$ cat src/rtl/mips_pkg.sv
`default_nettype none
// mips_pkg: shared shift-op and shift FSM state encodings.
// Rev 1.0
package mips_pkg;

    typedef enum logic [1:0] {
        SHIFT_SLL  = 2'b00,
        SHIFT_SRL  = 2'b01,
        SHIFT_SRA  = 2'b10,
        SHIFT_PASS = 2'b11
    } shift_op_e;

    typedef enum logic [1:0] {
        ST_IDLE  = 2'b00,
        ST_SHIFT = 2'b01,
        ST_DONE  = 2'b10
    } shift_state_e;

endpackage
`default_nettype wire

$ cat src/rtl/shift_step.sv
`default_nettype none
// shift_step: combinational single step of 1 or 2 bit positions, left or right.
// Rev 1.0
module shift_step
    import mips_pkg::*;
#(
    parameter int WIDTH = 32
) (
    input  logic [WIDTH-1:0] value_i,
    input  logic             step2_i,
    input  logic             dir_right_i,
    input  logic             arith_i,
    output logic [WIDTH-1:0] value_o
);

    logic fill;

    // The sign bit never moves during SRA, so the current MSB is the original one.
    assign fill = arith_i & value_i[WIDTH-1];

    always_comb begin
        value_o = value_i;
        if (dir_right_i) begin
            if (step2_i) begin
                value_o = {{2{fill}}, value_i[WIDTH-1:2]};
            end else begin
                value_o = {fill, value_i[WIDTH-1:1]};
            end
        end else begin
            if (step2_i) begin
                value_o = {value_i[WIDTH-3:0], 2'b00};
            end else begin
                value_o = {value_i[WIDTH-2:0], 1'b0};
            end
        end
    end

endmodule
`default_nettype wire

$ cat src/rtl/shift_unit.sv
`default_nettype none
// shift_unit: multi-cycle SLL/SRL/SRA unit retiring up to 2 bit positions per clock.
// Rev 1.0
module shift_unit
    import mips_pkg::*;
#(
    parameter int WIDTH   = 32,
    parameter int SHAMT_W = 5
) (
    input  logic               clk,
    input  logic               rst_n,
    input  logic               start,
    input  logic [1:0]         op,
    input  logic [WIDTH-1:0]   operand,
    input  logic [SHAMT_W-1:0] shamt,
    output logic               busy,
    output logic               done,
    output logic [WIDTH-1:0]   result
);

    shift_state_e       state_q;
    shift_op_e          op_q;
    logic [WIDTH-1:0]   work_q;
    logic [SHAMT_W-1:0] cnt_q;
    logic [WIDTH-1:0]   result_q;
    logic               busy_q;
    logic               done_q;

    logic               step2;
    logic [WIDTH-1:0]   work_d;
    logic [SHAMT_W-1:0] cnt_d;

    assign step2 = (cnt_q >= SHAMT_W'(2));
    assign cnt_d = cnt_q - (step2 ? SHAMT_W'(2) : SHAMT_W'(1));

    shift_step #(
        .WIDTH (WIDTH)
    ) u_shift_step (
        .value_i     (work_q),
        .step2_i     (step2),
        .dir_right_i (op_q != SHIFT_SLL),
        .arith_i     (op_q == SHIFT_SRA),
        .value_o     (work_d)
    );

    always_ff @(posedge clk) begin
        if (!rst_n) begin
            state_q  <= ST_IDLE;
            op_q     <= SHIFT_SLL;
            work_q   <= '0;
            cnt_q    <= '0;
            result_q <= '0;
            busy_q   <= 1'b0;
            done_q   <= 1'b0;
        end else begin
            case (state_q)
                ST_IDLE: begin
                    done_q <= 1'b0;
                    if (start) begin
                        work_q <= operand;
                        op_q   <= shift_op_e'(op);
                        cnt_q  <= shamt;
                        busy_q <= 1'b1;
                        // Nothing to shift: publish the operand directly.
                        if (shamt == '0 || shift_op_e'(op) == SHIFT_PASS) begin
                            result_q <= operand;
                            state_q  <= ST_DONE;
                            done_q   <= 1'b1;
                        end else begin
                            state_q  <= ST_SHIFT;
                        end
                    end
                end
                ST_SHIFT: begin
                    work_q <= work_d;
                    cnt_q  <= cnt_d;
                    if (cnt_d == '0) begin
                        result_q <= work_d;
                        state_q  <= ST_DONE;
                        done_q   <= 1'b1;
                    end
                end
                ST_DONE: begin
                    state_q <= ST_IDLE;
                    busy_q  <= 1'b0;
                    done_q  <= 1'b0;
                end
                default: begin
                    state_q <= ST_IDLE;
                    busy_q  <= 1'b0;
                    done_q  <= 1'b0;
                end
            endcase
        end
    end

    assign busy   = busy_q;
    assign done   = done_q;
    assign result = result_q;

endmodule
`default_nettype wire

$ cat config.mk
export PLATFORM = sky130hd
export DESIGN_NAME = shift_unit
export DESIGN_NICKNAME = d
export VERILOG_FILES = /design/src/rtl/mips_pkg.sv /design/src/rtl/shift_step.sv /design/src/rtl/shift_unit.sv
export SDC_FILE = /design/constraint.sdc
export NUM_CORES = 1
export LEC_CHECK = 0
export BUFFER_PORTS_ARGS = -buffer_cell sky130_fd_sc_hd__buf_2
export CORE_MARGIN = 3
export CORE_UTILIZATION = 55
export CTS_CLUSTER_SIZE = 20
export DETAILED_ROUTE_END_ITERATION = 12
export PLACE_DENSITY = 0.8
export SLEW_MARGIN = 20
export SYNTH_ARGS = -nofsm -noshare
export SYNTH_HDL_FRONTEND = slang
export SYNTH_SLANG_ARGS = --single-unit
$ cat constraint.sdc
create_clock -name clk -period 4.2 [get_ports clk]
set_input_delay 0.42 -clock clk [delete_from_list [all_inputs] [get_ports clk]]
set_output_delay 0.42 -clock clk [all_outputs]
set_load 0.02 [all_outputs]
* Yosys cells after proc, flatten, opt, wreduce, memory -nomap -nowiden
Cells that the tools add are included.
** Storage, ports and cells
- Memory bits (writable) :: 0
- Memories :: 0
- Register bits :: 75
- Latch bits :: 0
- Word-level logic and storage cells :: 50
- ROM bits :: 0
- Input port bits :: 42
** Operators by class
- Shift-type cells :: 0
- Multiply operators :: 0
- $add $sub $neg :: 1
- Reductions and logical operators :: 11
- Bitwise gates (word level) :: 2
- Multiplexer cells :: 22
- Eq/ne operators :: 6
- $lt $le $gt $ge :: 1
- Divide/modulo/power cells :: 0
** Operators with widths (count)
- 32-bit 2-to-1 mux :: 6
- 32-bit case mux with 2 select lines :: 2
- 31-bit 2-to-1 mux :: 1
- 5-bit logical NOT :: 2
- 5-bit case mux with 2 select lines :: 1
- 2-bit 2-to-1 mux :: 4
- 2-bit AND reduction :: 4
- 2-bit inequality test, second input constant :: 3
- 5-bit by 2-bit greater-or-equal comparator with 1-bit output, second input constant :: 1
- 5-bit 2-to-1 mux :: 1
- 5-bit by 2-bit subtractor with 5-bit output :: 1
- 2-bit == test, second input constant :: 2
- 1-bit 2-to-1 mux :: 4
- 1-bit case mux with 2 select lines :: 2
- 2-bit case mux with 2 select lines :: 1
- 4-bit AND reduction :: 1
- 2-bit nonzero test :: 2
- 2-bit by 1-bit == test with 1-bit output, second input constant :: 1
- 2-bit logical NOT :: 1
- 1-bit bitwise AND :: 1
- 1-bit logical OR :: 1
- 1-bit NOT :: 1

* Depth between registers and ports, before layout
- Depth in word-level cells :: 6
- Depth in mapped cells :: 14

* Modules after synthesis
A second synthesis with hierarchy kept.
** Unflattened totals
- Cell total of the unflattened synthesis :: 383
- Area, all modules :: 4045.1 um^2
** By module, submodules not included
- shift_unit :: cells an instance 335, times used 1, seq. area each 1501.4 um^2, area each 3234.4 um^2
- shift_step :: cells an instance 48, times used 1, seq. area each 0.0 um^2, area each 810.8 um^2

* Least setup slack after synthesis
Ideal clock, no wire load.
- Path kind :: reg-to-reg
- Start point :: reg cnt_q[2]
- End point :: reg result_q[10], in the netlist result[10]
- Stages on the path, launching flop included :: 15
- Period minus slack after synthesis :: 3.148 ns
- Setup time :: 0.134 ns
- Arrival time :: 3.015 ns
- Path slack :: 1.052 ns
- Path through :: dfxtp_1 buf_6 or4_4 buf_6 inv_8 buf_6 ha_1 inv_1 fa_1 xor2_1 nand4_1 or3_1 nand2_1 clkbuf_1 o22ai_1
** On the way
- Word-level cells in the longest chain between the ends :: 6
** Ends and longest elaborated chain
- start, declared :: line shift_unit.sv:24 : logic [SHAMT_W-1:0] cnt_q;
- start signal, assigned :: line shift_unit.sv:62 : cnt_q <= shamt;
- start signal, assigned :: line shift_unit.sv:76 : cnt_q <= cnt_d;
- 5-bit by 2-bit greater-or-equal comparator with 1-bit output :: line shift_unit.sv:33 : assign step2 = (cnt_q >= SHAMT_W'(2));
- 2-bit 2-to-1 mux :: line shift_unit.sv:34 : assign cnt_d = cnt_q - (step2 ? SHAMT_W'(2) : SHAMT_W'(1));
- 5-bit by 2-bit subtractor with 5-bit output :: line shift_unit.sv:34
- 5-bit logical NOT :: line shift_unit.sv:77 : if (cnt_d == '0) begin
- 2-bit inequality test (no source line)
- 4-bit AND reduction (no source line)
- end signal, assigned :: line shift_unit.sv:66 : result_q <= operand;
- end signal, assigned :: line shift_unit.sv:78 : result_q <= work_d;
- end, declared :: line shift_unit.sv:25 : logic [WIDTH-1:0] result_q;
Several ways; a longest one is shown, not always the timed one. The select of a mux whose other input is x is not followed.
A chain may end at the register's enable or synchronous reset.

* Worst setup path in the final report
- Start point :: reg cnt_q[2]
- End point :: reg result_q[9], in the netlist result[9]
Same word-level chain as after synthesis.

==> impl_metrics.toml <==
[detailed_routing]
drt_first_pass_iters = 5
post_drt_wl_per_cell_um = 16.2
via_per_inst = 6.01
via_count = 3832
drt_drc_violations_left = 0
ant_nets = 0
routed_wl_mm = 10.4
dr.first_iter.drc_count = 278

[timing]
finalHoldViolCount = 0
rsz0062_at_grt = "false"
maxSlewHeadroom_pct = 34.4
setup_ws_ns = 0.532
fmax_mhz = 273
period_minus_slack_ns = 3.67
period_share_pct = 87.3
finalMaxSlewViolations = 0
clock_skew_ns = 0.00642
worst_slew_pin_slew_ns = 0.984
finalSetupTns_ns = 0
setup_viol = 0

[placement]
place_congestion = 0.879
portBuffers = 75
hpwlAfterDp_mm = 6.81
dpl_cell_area_mm2 = 0.00427
pre_cts_slack_ns = 0.255

[floorplan]
die-area_mm2 = 0.00813
core_mm2 = 0.00683
die-width_um = 90.1
start_util_pct = 57.0
std_cell_rows = 30
die_y_um = 90.1
num_io_pins = 76

[cts]
cts-resized-gates = 0
clkTransAtPathRegs_ns = 0.08
cts_sinks = 75
cts_setup_buffers = 0
cts_tree = "built"
clk_latency_ns = 0.35
htreeDepth = 3
cts_root_buf = "clkbuf_8"
numCtsBuffers = 9
clockBufferDepth = 2
cts_hold_buf = 0

[worst_setup_path]
crit_fanout = 36
critPathRequiredTime_ns = 4.47
crit_path_start_kind = "register"
critPathKind = "register to register"
r2r_cells = 10
cp-end-kind = "register"
crit_start = "cnt_q[2]"
r2r_slack_ns = 0.53
cp.arrival_ns = 3.94
rr_startpoint = "cnt_q[2]"
cp-endpoint = "result[9]"
worst_r2r_endpoint = "result[9]"

[pwr]
comb_power_share_pct = 28.7
seq_power_share_pct = 40.0
p_leak_nw = 1.79
p_sw_w = 0.000735
swShare_pct = 34.1
pwr-share-clk_pct = 31.3
p_int_w = 0.00142
irDropWorstVdd_mv = 0.247
powerDensity_mw_per_mm2 = 477

[grt]
first_global_vias = 3645
antenna_found_initial = 0
track_usage_pct = 25.9
grt-ovfl-total = 0
grt_pass1_wl_mm = 17.6
grt_start_max_net_pins = 43

[status]
outcome = "finished clean"

[layout]
final_net_count = 584
antennaDiodeCount = 0
finalInstanceArea_mm2 = 0.00451
area_delta_synth_final_pct = 15.9
drive_gt1_share_pct = 26.9
nFillCells = 600
final_util_pct = 66.0

[synthesis]
synth_edf_count = 0
postSynthAreaPerCell_um2 = 8.08
synth_nets = 527
async_flop_share_pct = 0
yosys.area_share.simple_pct = 26.1
ys_ff_latch = 75
synth_xor_area_share_pct = 0.225
synthFlopType = "dfxtp_1"
yosys-mux-area-fraction_pct = 3.31
synth_fa_ha_area_share_pct = 1.16
postSynthCellCount = 482
synth-seq-area-share_pct = 38.6
synth-compound-area-share_pct = 24.9
syn_area_mm2 = 0.00389
yosys.cell_types.count = 47
synth_top_family_by_area = "simple AND/OR/NAND/NOR gates"
ys_warn_count = 0

[job]
maxCapViolations = 0

[hold_path]
min_path_type = "input pin to register"
[synthesized netlist by cell type, types with 2 or more instances]
cell type  count  area share, %
a311oi_1       3           0.67
o31ai_2       25            8.0
nand3_1       54            6.9
o21ai_0        8            1.0
o21ai_1        2           0.26
a22oi_1        3           0.58
a21oi_1        7           0.90
nor3_1        13            1.7
nand2_1      116             11
buf_1          5           0.48
buf_2          6           0.77
nor3_2         2           0.51
nand2b_1       4           0.64
buf_6          4            1.2
o211ai_2       6            1.9
inv_1          5           0.48
dfxtp_1       75             39
mux2i_1        8            2.1
o31ai_1        2           0.39
ha_1           2           0.64
a31oi_1        3           0.48
a211oi_1       3           0.58
o22ai_1       30            4.8
nor2_1        22            2.1
o211ai_1      21            4.0
nor2b_1        4           0.64
clkbuf_1      22            2.1
nand2_2        7            1.1
or3_1          2           0.32
[cells in the final DEF (no fill, tap or decap), types with 3 or more instances in the layout]
| cell | instances |
|---|---|
| a22oi_1 | 3 |
| mux2i_1 | 8 |
| nand2_1 | 116 |
| o211ai_1 | 21 |
| nand2_2 | 7 |
| nor2b_1 | 3 |
| bufinv_16 | 3 |
| o22ai_1 | 30 |
| nor2_1 | 22 |
| buf_4 | 9 |
| a31oi_1 | 3 |
| a211oi_1 | 3 |
| a311oi_1 | 3 |
| nor3_1 | 13 |
| buf_2 | 75 |
| clkbuf_8 | 10 |
| nand3_1 | 54 |
| inv_1 | 5 |
| dfxtp_1 | 75 |
| nand2b_1 | 4 |
| o21ai_0 | 8 |
| a21oi_1 | 7 |
| o211ai_2 | 6 |
| o31ai_2 | 25 |
[worst max-delay path, cell delays in order (launching register included)]
cell     delay [ns]
dfxtp_1        0.41
or4_4          0.78
inv_8          0.30
ha_1           0.22
inv_1          0.06
fa_1           0.43
xor2_1         0.22
nand4_1        0.16
nor3_2         0.40
o21ai_4        0.31
o22ai_1        0.27
[through the flow]
stage | hold slack [ns] | instances | power [W]
2_1_floorplan | 0.446 | 482 | 0.00135
3_5_place_dp | 0.459 | 624 | 0.00148
5_1_grt | 0.354 | 638 | 0.00226
3_3_place_gp | 0.454 | 624 | 0.00146
4_1_cts | 0.334 | 638 | 0.00215
6_report | 0.340 | 638 | 0.00215
[registers in the layout (all words and copies together) (netlist names)]
register / cells
result: 32
work_q: 32
cnt_q: 5
op_q: 2
state_q: 2
busy: 1
done: 1
[per-layer routing]
metal	vias to the layer above	GRT usage (%)	routed length, um
met5	-	0	0
met4	0	9.18	154
met3	19	4.44	716
met2	181	43.5	4980
met1	1789	33.5	4510
li1	1843	-	-
[cell type report]
| cell class | count | area (um^2) | share of cell area (%) |
|---|---|---|---|
| clock buffers | 10 | 138 | 3.05 |
| clock inverters | 4 | 98.8 | 2.19 |
| inverters | 7 | 33.8 | 0.749 |
| multi-input cells | 362 | 2180 | 48.3 |
| flip-flops and latches | 75 | 1500 | 33.3 |
| well taps | 96 | 120 | 2.66 |
| repair buffers | 84 | 443 | 9.82 |
[cells by family after synthesis]
| group | Yosys count |
|---|---|
| adder cells (fa/ha/maj) | 3 |
| AO/OA/AOI/OAI | 118 |
| flip-flops | 75 |
| multiplexers | 11 |
| AND/OR/NAND/NOR | 229 |
| XOR/XNOR | 1 |
| buffers and inverters | 45 |
[power groups by stage]
| stage | clock network, W | registers [W] | logic (W) |
|---|---|---|---|
| 4_1_cts | 0.000677 | 0.000858 | 0.000612 |
| 3_3_place_gp | 0 | 0.000870 | 0.000590 |
| 5_1_grt | 0.000709 | 0.000871 | 0.000680 |
| 3_5_place_dp | 0 | 0.000873 | 0.000607 |
| 2_1_floorplan | 0 | 0.000888 | 0.000457 |
| 6_report | 0.000674 | 0.000860 | 0.000617 |
[how the worst min path moves through the flow]
stage / to / slack (ns) / from / cells past startpoint
global route: op_q[1] / 0.35 / op[1] / 3
finish: op_q[1] / 0.34 / op[1] / 3
detailed placement: result[20] / 0.46 / result[20] / 2
global placement: result[8] / 0.45 / result[8] / 2
CTS: op_q[1] / 0.33 / op[1] / 3
floorplan: cnt_q[0] / 0.45 / cnt_q[0] / 2
Note: power is estimated with default switching activity, not from simulation.
